`config.mk`:
```
export PLATFORM = sky130hd
export DESIGN_NAME = pixel_write_buffer
export DESIGN_NICKNAME = d
export VERILOG_FILES = /design/src/rtl/gpu_pkg.sv /design/src/rtl/pixel_fifo.sv /design/src/rtl/pixel_write_buffer.sv
export SDC_FILE = /design/constraint.sdc
export NUM_CORES = 1
export LEC_CHECK = 0
export CORE_MARGIN = 3
export CORE_UTILIZATION = 49
export CTS_CLUSTER_SIZE = 24
export DETAILED_ROUTE_END_ITERATION = 10
export PLACE_DENSITY = 0.7
export SLEW_MARGIN = 20
export SYNTH_ARGS = -nofsm -noshare
export SYNTH_HDL_FRONTEND = slang
export SYNTH_SLANG_ARGS = --single-unit
```
`constraint.sdc`:
```
create_clock -name clk -period 15.35 [get_ports clk]
set_input_delay 3.07 -clock clk [delete_from_list [all_inputs] [get_ports clk]]
set_output_delay 3.07 -clock clk [all_outputs]
set_load 0.05 [all_outputs]
```
`src/rtl/gpu_pkg.sv`:
```
// rtl/gpu_pkg.sv - shared frame geometry, pixel record and drain state types
package gpu_pkg;

  localparam int FRAME_W     = 640;
  localparam int FRAME_H     = 480;
  localparam int MAX_PIXELS  = FRAME_W * FRAME_H;
  localparam int PIX_ADDR_W  = 19;
  localparam int PIX_COLOR_W = 16;

  typedef struct packed {
    logic                   frame_target;
    logic [PIX_ADDR_W-1:0]  address;
    logic [PIX_COLOR_W-1:0] color;
  } pixel_t;

  typedef enum logic {
    IDLE  = 1'b0,
    WRITE = 1'b1
  } drain_state_t;

endpackage

```
`src/rtl/pixel_fifo.sv`:
```
// rtl/pixel_fifo.sv - synchronous FIFO of pixel_t with modulo pointers and occupancy count
module pixel_fifo
  import gpu_pkg::*;
#(
  parameter int DEPTH = 8
) (
  input  logic                   clk,
  input  logic                   n_rst,
  input  logic                   push,
  input  logic                   pop,
  input  pixel_t                 push_data,
  output pixel_t                 head,
  output logic                   full,
  output logic                   empty,
  output logic [$clog2(DEPTH):0] count
);

  localparam int PTR_W = $clog2(DEPTH);

  pixel_t           store [DEPTH];
  logic [PTR_W-1:0] wr_ptr;
  logic [PTR_W-1:0] rd_ptr;
  logic             do_push;
  logic             do_pop;

  assign full    = (count == (PTR_W + 1)'(DEPTH));
  assign empty   = (count == '0);
  assign do_push = push && !full;
  assign do_pop  = pop && !empty;
  assign head    = store[rd_ptr];

  // Storage is left unreset; only the pointers and count define validity.
  always_ff @(posedge clk) begin
    if (do_push) store[wr_ptr] <= push_data;
  end

  always_ff @(posedge clk or negedge n_rst) begin
    if (!n_rst) begin
      wr_ptr <= '0;
      rd_ptr <= '0;
      count  <= '0;
    end else begin
      if (do_push) wr_ptr <= wr_ptr + 1'b1;
      if (do_pop)  rd_ptr <= rd_ptr + 1'b1;
      case ({do_push, do_pop})
        2'b10:   count <= count + 1'b1;
        2'b01:   count <= count - 1'b1;
        default: count <= count;
      endcase
    end
  end

endmodule

```
`src/rtl/pixel_write_buffer.sv`:
```
// rtl/pixel_write_buffer.sv - buffers rasterised pixels and drains them to SRAM with flush reporting
module pixel_write_buffer
  import gpu_pkg::*;
#(
  parameter int DEPTH      = 8,
  parameter int ADDR_W     = PIX_ADDR_W,
  parameter int COLOR_W    = PIX_COLOR_W,
  parameter int MAX_PIXELS = gpu_pkg::MAX_PIXELS
) (
  input  logic               clk,
  input  logic               n_rst,
  input  logic               data_ready,
  input  logic [ADDR_W-1:0]  address,
  input  logic [COLOR_W-1:0] color,
  input  logic               frame_target,
  input  logic               shape_done,
  output logic               data_sent,
  output logic [ADDR_W:0]    mem_addr,
  output logic [COLOR_W-1:0] mem_wdata,
  output logic               mem_we,
  input  logic               mem_ack,
  output logic               flush_done,
  output logic [7:0]         drop_count,
  output logic               full
);

  drain_state_t           state;
  drain_state_t           state_next;
  pixel_t                 head;
  pixel_t                 incoming;
  logic                   in_range;
  logic                   accept;
  logic                   push;
  logic                   pop;
  logic                   load;
  logic                   empty;
  logic                   pending;
  logic [$clog2(DEPTH):0] fifo_count;

  assign in_range = (address < ADDR_W'(MAX_PIXELS));
  // Out-of-range pixels are acknowledged even when full so a bad pixel never stalls the core.
  assign accept   = data_ready && !data_sent && (!full || !in_range);
  assign push     = accept && in_range;
  assign incoming = '{frame_target: frame_target, address: address, color: color};

  pixel_fifo #(.DEPTH(DEPTH)) u_fifo (
    .clk       (clk),
    .n_rst     (n_rst),
    .push      (push),
    .pop       (pop),
    .push_data (incoming),
    .head      (head),
    .full      (full),
    .empty     (empty),
    .count     (fifo_count)
  );

  always_ff @(posedge clk or negedge n_rst) begin
    if (!n_rst) state <= IDLE;
    else        state <= state_next;
  end

  always_comb begin
    state_next = state;
    load       = 1'b0;
    pop        = 1'b0;
    case (state)
      IDLE: begin
        if (!empty) begin
          load       = 1'b1;
          state_next = WRITE;
        end
      end
      WRITE: begin
        if (mem_ack) begin
          pop        = 1'b1;
          state_next = IDLE;
        end
      end
      default: state_next = IDLE;
    endcase
  end

  assign mem_we     = (state == WRITE);
  assign flush_done = pending && (fifo_count == '0) && (state == IDLE) && !accept;

  always_ff @(posedge clk or negedge n_rst) begin
    if (!n_rst) begin
      data_sent  <= 1'b0;
      mem_addr   <= '0;
      mem_wdata  <= '0;
      drop_count <= '0;
      pending    <= 1'b0;
    end else begin
      data_sent <= accept;
      if (load) begin
        mem_addr  <= {head.frame_target, head.address};
        mem_wdata <= head.color;
      end
      if (accept && !in_range && drop_count != 8'hFF) drop_count <= drop_count + 8'd1;
      if (shape_done)      pending <= 1'b1;
      else if (flush_done) pending <= 1'b0;
    end
  end

endmodule

```
==> results of run 1 <==
worst max-delay path: stages:
cell	delay (ns)
clkdlybuf4s50_1	0.47
nand2b_4	0.13
and3_1	0.16
clkdlybuf4s50_1	0.80
through the flow:
step | power (uW) | worst slack [ns] | utilization [%] | cell area, um2 | hold WS (ns)
detailed placement | 2150 | 7.66 | 55.1 | 14600 | 0.457
floorplan | 1910 | 7.77 | - | 13300 | 0.441
global route | 3100 | 7.60 | 59.5 | 15700 | 0.515
finish | 2960 | 7.65 | 59.5 | 15700 | 0.470
global placement | 2130 | 7.67 | 55.1 | 14600 | 0.457
CTS | 2990 | 7.66 | 59.5 | 15700 | 0.469
kinds of logic after synthesis:
group | synth area share [%]
muxes | 15.9
xor gates and xnor gates | 1.05
adders and majority gates | 0.563
DFF | 75.5
AOI/OAI and AO/OA | 1.86
and+or+nand+nor | 3.35
buffers and inverters | 1.79
power by group through the flow:
stage	clock network [uW]	registers, uW	logic [uW]
floorplan	0	1400	507
global placement	0	1320	814
detailed placement	0	1330	827
CTS	850	1310	833
global route	895	1330	876
finish	833	1310	820
final cells by class:
type                    count  area, um2  area share [%]
clock buffers              52       1020            6.51
well taps                 335        419            2.66
clock inverters            14        131           0.835
multi-input cells         264       3090            19.6
repair buffers            102        983            6.25
flip-flops and latches    345      10100            64.1
inverters                   1       3.75          0.0239
registers in the layout (all words and copies together), names as in the netlist, 3 cells and up:
register	cells
u_fifo.wr_ptr	3
u_fifo.store	288
drop_count	8
mem_wdata	16
u_fifo.count	4
mem_addr	20
u_fifo.rd_ptr	3
layer usage:
layer | part of all wire, % | vias up
met3 | 5.4 | 43
met1 | 42 | 3343
li1 | - | 2829
met5 | 0.048 | -
met4 | 1.8 | 2
met2 | 51 | 213
cells in the mapped netlist, drive strengths merged:
cell type and instances:
edfxtp 288, mux4 72, dfrtp 57, nor2 46, a21oi 40, mux2i 36, buf 27, xor2 11
nand2 8, nand3 7, nor3 7, ha 6, nor4 6, xnor2 5, mux2 4, nand2b 4
nor4b 2, a2111oi 1, a21o 1, and2b 1, and3 1, inv 1, nand3b 1, nand4 1
nand4b 1, nor3b 1, o22a 1, o32a 1
path summary, 6_finish.rpt:
check	to	slack, ns	cells after the start
max	flush_done	7.65	4
min	pending	0.47	1
max reg2reg	u_fifo.store[4][31]	12.45	5
min reg2reg	pending	0.47	1
max in group asynchronous	u_fifo.rd_ptr[0]	12.07	1
min in group asynchronous	drop_count[5]	2.66	1
==> flow_metrics.env, run 1 <==
export IMPL_io_pins=89
export IMPL_finClkSkew_ns=0.0229
export IMPL_cts_resized=0
export IMPL_cp_max_fo=5
export IMPL_netlist_area_leader_share_pct=64.8
export IMPL_clkTransAtPathRegs_ns=0.05
export IMPL_grt_util_met2_pct=30.3
export IMPL_routabilityCongestion=0.794
export IMPL_required_ns=12.28
export IMPL_die_w_um=171
export IMPL_ys_top_cells_by_area="edfxtp_1 (65%), dfrtp_1 (11%), mux4_2 (7.9%), mux4_1 (4.9%), mux2i_1 (2.7%)"
export IMPL_crit_arrival_ns=4.63
export IMPL_period_share_pct=50.1
export IMPL_criticalPathCategory="primary input to output pin"
export IMPL_tns_ns=0
export IMPL_drv_cap=0
export IMPL_clock_fmax_ghz=0.130
export IMPL_synth_net_count=684
export IMPL_switching_share_pct=31.9
export IMPL_grt_usage_pct=17.6
export IMPL_yosysWarnings=0
export IMPL_combPwrFrac_pct=27.7
export IMPL_coreArea_mm2=0.0264
export IMPL_grt_max_degree=74
export IMPL_fin_crit_ns=7.70
export IMPL_synth_cell_types=39
export IMPL_drt_initial_drc_count=533
export IMPL_area_delta_synth_final_pct=17.9
export IMPL_initial_core_util_pct=50.5
export IMPL_startpoint="data_ready"
export IMPL_p_int_uw=2010
export IMPL_postCtsHoldBufs=0
export IMPL_synth_cells=637
export IMPL_placementRows=59
export IMPL_drc_errors=0
export IMPL_drive_gt1_share_pct=17.2
export IMPL_p_seq_share_pct=44.1
export IMPL_nFillCells=1867
export IMPL_synthesis_area_mm2=0.0133
export IMPL_ir_drop_uv=98.7
export IMPL_wirelength_mm=25.1
export IMPL_power_per_cell_area_mw_per_mm2=188
export IMPL_cts_sinks=345
export IMPL_worstSetupStartpointType="primary input"
export IMPL_htree_levels=2
export IMPL_dr_total_vias=6430
export IMPL_grt_busiest_layer="met2"
export IMPL_viasPerCell=5.78
export IMPL_worst_pin_slew_ns=1.05
export IMPL_post_synth_top_area_cell="edfxtp_1"
export IMPL_clk_path_buf_depth=3
export IMPL_rsz0062_at_grt="no"
export IMPL_diodes=0
export IMPL_grt_overflow=0
export IMPL_p_switching_uw=945
export IMPL_final_antenna_net_count=0
export IMPL_status="completed"
export IMPL_setup_violations_final=0
export IMPL_insertion_delay_ns=0.51
export IMPL_hold_path_startpoint="pending"
export IMPL_cts_root_buf="clkbuf_16"
export IMPL_postCtsSetupBuffers=0
export IMPL_grt_pass1_vias=6807
export IMPL_hold_viol=0
export IMPL_slew_violations=0
export IMPL_cts_tree="built"
export IMPL_numCtsBuffers=36
export IMPL_final_common_cell="edfxtp_1"
export IMPL_endpoint_kind="output pin"
export IMPL_die_area_mm2=0.0292
export IMPL_layout_cells_non_filler=1113
export IMPL_first_pass_iters=4
export IMPL_ys_ff_latch=345
export IMPL_maxSlewHeadroom_pct=30.2
export IMPL_antenna_found_initial=1
export IMPL_use_met1_pct=23.7
export IMPL_wl_per_cell_um=22.6
export IMPL_grt_first_pass_wirelength_mm=39.2
export IMPL_yosysSeqAreaShare_pct=75.5
export IMPL_avgSynthCellArea_um2=20.9
export IMPL_io_buffers=88
export IMPL_met3_usage_pct=2.93
export IMPL_hp_class="register to register"
export IMPL_mostFrequentLayoutCells="edfxtp_1 (288), clkdlybuf4s50_1 (87), dfrtp_1 (54), mux4_2 (47), nor2_1 (41)"
export IMPL_dp_hpwl_mm=14.0
export IMPL_timing_rr_start="u_fifo.count[0]"
export IMPL_layout_nets=797
export IMPL_power_leakage_uw=0.00536
export IMPL_place_inst=1047
export IMPL_p_clk_share_pct=28.1
export IMPL_fp_dieH_um=171
No activity file was read; power rests on OpenSTA's default activity.
==> run 2, diff against run 1 <==
PLACE_DENSITY = 0.73   (was 0.7)
clock period = 6.7 ns   (was 15.35 ns; I/O delays follow)
==> flow_metrics.env, run 2 (synthesized netlist as in run 1, its figures left out) <==
export IMPL_drive_gt1_share_pct=16.7
export IMPL_slew_violations=0
export IMPL_p_int_uw=4590
export IMPL_final_antenna_net_count=0
export IMPL_combPwrFrac_pct=28.0
export IMPL_clkTransAtPathRegs_ns=0.06
export IMPL_layout_nets=793
export IMPL_htree_levels=2
export IMPL_die_w_um=171
export IMPL_coreArea_mm2=0.0264
export IMPL_criticalPathCategory="primary input to output pin"
export IMPL_worst_pin_slew_ns=1.07
export IMPL_die_area_mm2=0.0292
export IMPL_tns_ns=0
export IMPL_rsz0062_at_grt="no"
export IMPL_hold_worst_slack_ns=0.486
export IMPL_p_clk_share_pct=27.9
export IMPL_wl_per_cell_um=22.5
export IMPL_hold_viol=0
export IMPL_placementRows=59
export IMPL_crit_arrival_ns=2.87
export IMPL_dp_hpwl_mm=14.3
export IMPL_area_delta_synth_final_pct=17.4
export IMPL_cts_resized=0
export IMPL_p_seq_share_pct=44.1
export IMPL_grt_max_degree=74
export IMPL_power_leakage_uw=0.00532
export IMPL_antenna_found_initial=0
export IMPL_grt_pass1_vias=6760
export IMPL_cts_sinks=345
export IMPL_postCtsHoldBufs=0
export IMPL_final_common_cell="edfxtp_1"
export IMPL_ir_drop_uv=313
export IMPL_initial_core_util_pct=50.5
export IMPL_p_switching_uw=2140
export IMPL_largest_register_ffs=288
export IMPL_viasPerCell=5.76
export IMPL_wirelength_mm=24.9
export IMPL_drt_initial_drc_count=435
export IMPL_top_register="u_fifo.store"
export IMPL_routabilityCongestion=0.699
export IMPL_power_per_cell_area_mw_per_mm2=430
export IMPL_io_buffers=88
export IMPL_endpoint_kind="output pin"
export IMPL_insertion_delay_ns=0.50
export IMPL_grt_overflow=0
export IMPL_dr_total_vias=6378
export IMPL_period_share_pct=62.9
export IMPL_reg_top3="u_fifo.store (288), mem_addr (20), mem_wdata (16)"
export IMPL_mostFrequentLayoutCells="edfxtp_1 (288), clkdlybuf4s50_1 (87), dfrtp_1 (54), mux4_2 (47), nor2_1 (41)"
export IMPL_required_ns=5.36
export IMPL_cp_max_fo=5
export IMPL_cts_tree="built"
export IMPL_status="completed"
export IMPL_clk_path_buf_depth=3
export IMPL_io_pins=89
export IMPL_grt_usage_pct=17.2
export IMPL_cts_root_buf="clkbuf_16"
export IMPL_maxSlewHeadroom_pct=28.4
export IMPL_numCtsBuffers=35
export IMPL_fp_dieH_um=171
export IMPL_hp_class="register to register"
export IMPL_first_pass_iters=5
export IMPL_worstSetupStartpointType="primary input"
export IMPL_drv_cap=0
export IMPL_diodes=0
export IMPL_clock_fmax_ghz=0.237
export IMPL_setup_violations_final=0
export IMPL_drc_errors=0
export IMPL_switching_share_pct=31.8
export IMPL_finClkSkew_ns=0.0109
export IMPL_grt_first_pass_wirelength_mm=38.3
export IMPL_fin_crit_ns=4.21
export IMPL_postCtsSetupBuffers=0
-- run 2: changes by cell type in the layout (fill, tap and decap cells not counted), sizes merged --
cell      change
buf           -3
clkinvlp      +2
clkinv        -5
-- run 2: metrics by stage --
step	std cells	power (uW)	worst slack (ns)	cell area (um2)	utilization [%]
2_1_floorplan	637	4380	0.854	13300	-
3_3_place_gp	1044	4880	2.39	14500	55.0
3_5_place_dp	1044	4940	2.21	14500	55.0
4_1_cts	1107	6820	2.48	15700	59.3
5_1_grt	1107	7060	2.45	15700	59.3
6_report	1107	6740	2.49	15700	59.3
-- run 2: worst paths after layout --
path | to | cells after the start | slack, ns | from
setup / recovery | flush_done | 4 | 2.49 | data_ready
hold / removal | pending | 1 | 0.49 | pending
setup reg to reg | u_fifo.store[4][24] | 5 | 3.91 | u_fifo.count[0]
hold reg to reg | pending | 1 | 0.49 | pending
max in group asynchronous | u_fifo.rd_ptr[1] | 2 | 5.05 | n_rst
min in group asynchronous | mem_addr[1] | 2 | 0.97 | n_rst
-- run 2: power groups by stage --
stage / combinational, uW / clock (uW) / sequential (uW)
floorplan: 1160 / 0 / 3220
global placement: 1870 / 0 / 3010
detailed placement: 1910 / 0 / 3030
CTS: 1910 / 1920 / 2990
global route: 2020 / 2020 / 3030
finish: 1890 / 1880 / 2970
-- run 2: layer usage --
metal / vias to the layer above / wire, um / track usage, %
met5: - / 0 / 0
met4: 0 / 432 / 4.48
met3: 41 / 1440 / 3.05
met2: 200 / 12400 / 28.5
met1: 3329 / 10600 / 24.1
li1: 2808 / - / -
-- run 2: area by class of cell --
class / count / area (um2)
Inverter: 1 / 3.75
Multi-Input combinational cell: 264 / 3080
Clock inverter: 11 / 108
Timing Repair Buffer: 99 / 958
Sequential cell: 345 / 10100
Fill cell: 1879 / 10800
Tap cell: 335 / 419
Clock buffer: 52 / 1010
-- run 2: worst max-delay path, cell delays in order --
cell and delay, ns:
clkdlybuf4s50_1 0.46, nand2b_4 0.12, and3_1 0.15, clkdlybuf4s50_1 0.80
==> run 3, diff against run 2 <==
clock period = 3.65 ns   (was 6.7 ns; I/O delays follow)
==> flow_metrics.env, run 3 (synthesized netlist as in run 1, its figures left out) <==
export IMPL_drt_initial_drc_count=509
export IMPL_antenna_found_initial=0
export IMPL_fp_dieH_um=171
export IMPL_largest_register_ffs=288
export IMPL_numCtsBuffers=35
export IMPL_reg2reg_depth=10
export IMPL_period_share_pct=91.1
export IMPL_coreArea_mm2=0.0264
export IMPL_diodes=0
export IMPL_first_pass_iters=4
export IMPL_final_common_cell="edfxtp_1"
export IMPL_reg_top3="u_fifo.store (288), mem_addr (20), mem_wdata (16)"
export IMPL_status="completed"
export IMPL_cts_root_buf="clkbuf_16"
export IMPL_grt_first_pass_wirelength_mm=39.3
export IMPL_crit_arrival_ns=2.60
export IMPL_fin_crit_ns=3.33
export IMPL_clk_path_buf_depth=3
export IMPL_drv_cap=0
export IMPL_endpoint_kind="output pin"
export IMPL_required_ns=2.92
export IMPL_place_ws_ns=0.247
export IMPL_clock_fmax_ghz=0.301
export IMPL_die_area_mm2=0.0292
export IMPL_power_leakage_uw=0.00537
export IMPL_dp_hpwl_mm=14.5
export IMPL_grt_max_degree=74
export IMPL_postCtsSetupBuffers=0
export IMPL_criticalPathCategory="register to output pin"
export IMPL_layout_setup_ws_ns=0.324
export IMPL_final_antenna_net_count=0
export IMPL_hp_class="primary input to asynchronous set/reset pin"
export IMPL_wl_per_cell_um=23.0
export IMPL_rsz0062_at_grt="no"
export IMPL_viasPerCell=5.72
export IMPL_grt_pass1_vias=6653
export IMPL_worst_pin_slew_ns=1.02
export IMPL_hold_worst_slack_ns=0.298
export IMPL_power_per_cell_area_mw_per_mm2=790
export IMPL_maxSlewHeadroom_pct=31.7
export IMPL_clkTransAtPathRegs_ns=0.06
export IMPL_layout_nets=799
export IMPL_cts_tree="built"
export IMPL_finClkSkew_ns=0.0177
export IMPL_slew_violations=0
export IMPL_area_delta_synth_final_pct=18.5
export IMPL_hold_viol=0
export IMPL_io_buffers=88
export IMPL_drc_errors=0
export IMPL_layout_cells_non_filler=1113
export IMPL_postCtsHoldBufs=0
export IMPL_worstSetupStartpointType="register"
export IMPL_finalPower_uw=12500
export IMPL_cp_max_fo=7
export IMPL_grt_overflow=0
export IMPL_top_register="u_fifo.store"
export IMPL_mostFrequentLayoutCells="edfxtp_1 (288), clkdlybuf4s50_1 (87), dfrtp_1 (54), mux4_2 (47), nor2_1 (41)"
export IMPL_seqCellArea_mm2=0.0101
export IMPL_die_w_um=171
export IMPL_place_inst=1050
export IMPL_cts_sinks=345
export IMPL_cts_resized=0
export IMPL_io_pins=89
export IMPL_drive_gt1_share_pct=17.9
export IMPL_routabilityCongestion=0.751
export IMPL_grt_usage_pct=17.9
export IMPL_initial_core_util_pct=50.5
export IMPL_multiInputGateArea_mm2=0.00309
export IMPL_setup_violations_final=0
export IMPL_placementRows=59
export IMPL_wirelength_mm=25.6
export IMPL_dr_total_vias=6370
export IMPL_ir_drop_uv=581
export IMPL_htree_levels=2
export IMPL_nFillCells=1851
export IMPL_insertion_delay_ns=0.52
## run 3: cell types whose count changed in the layout (fill, tap and decap cells not counted), sizes merged
cell and change:
clkinv +5, buf +6, clkbuf -10, clkinvlp +3, inv +1, bufinv +1
## run 3: per-layer routing
metal | routed length (um) | GRT usage, %
met1 | 10900 | 24.9
met2 | 12900 | 29.2
met3 | 1280 | 3.26
met5 | 55 | 1.51
met4 | 510 | 5.81
## run 3: worst paths after layout
path,start,end,slack (ns)
hold / removal,n_rst,mem_addr[5],0.30
hold reg to reg,pending,pending,0.47
setup reg to reg,u_fifo.count[1],u_fifo.count[2],1.13
min in group clk,pending,pending,0.47
max in group asynchronous,n_rst,u_fifo.rd_ptr[2],2.74
setup / recovery,u_fifo.count[1],flush_done,0.32
## run 3: stage by stage
step / util [%] / setup TNS (ns) / area (um2)
5_1_grt: 59.8 / 0 / 15800
3_5_place_dp: 55.5 / 0 / 14700
6_report: 59.8 / 0 / 15800
3_3_place_gp: 55.5 / 0 / 14700
4_1_cts: 59.8 / 0 / 15800
2_1_floorplan: - / -70.98 / 13400
## run 3: area by class of cell
cell class	count	share of cell area, %
flip-flops and latches	345	63.8
repair buffers	105	6.76
multi-input cells	264	19.6
well taps	335	2.65
clock inverters	21	1.23
clock buffers	42	5.97
inverters	1	0.0237
## run 3: report_power, final
| part | switching [uW] | internal [uW] |
|---|---|---|
| sequential | 700 | 4770 |
| clock | 1440 | 2070 |
| combinational | 1880 | 1640 |
| total | 4020 | 8470 |
## run 3: worst max-delay path, stage by stage (launching register included)
cell and delay (ns):
dfrtp_1 0.49, nor4_4 0.43, and2b_1 0.22, and3_1 0.17
clkdlybuf4s50_1 0.80
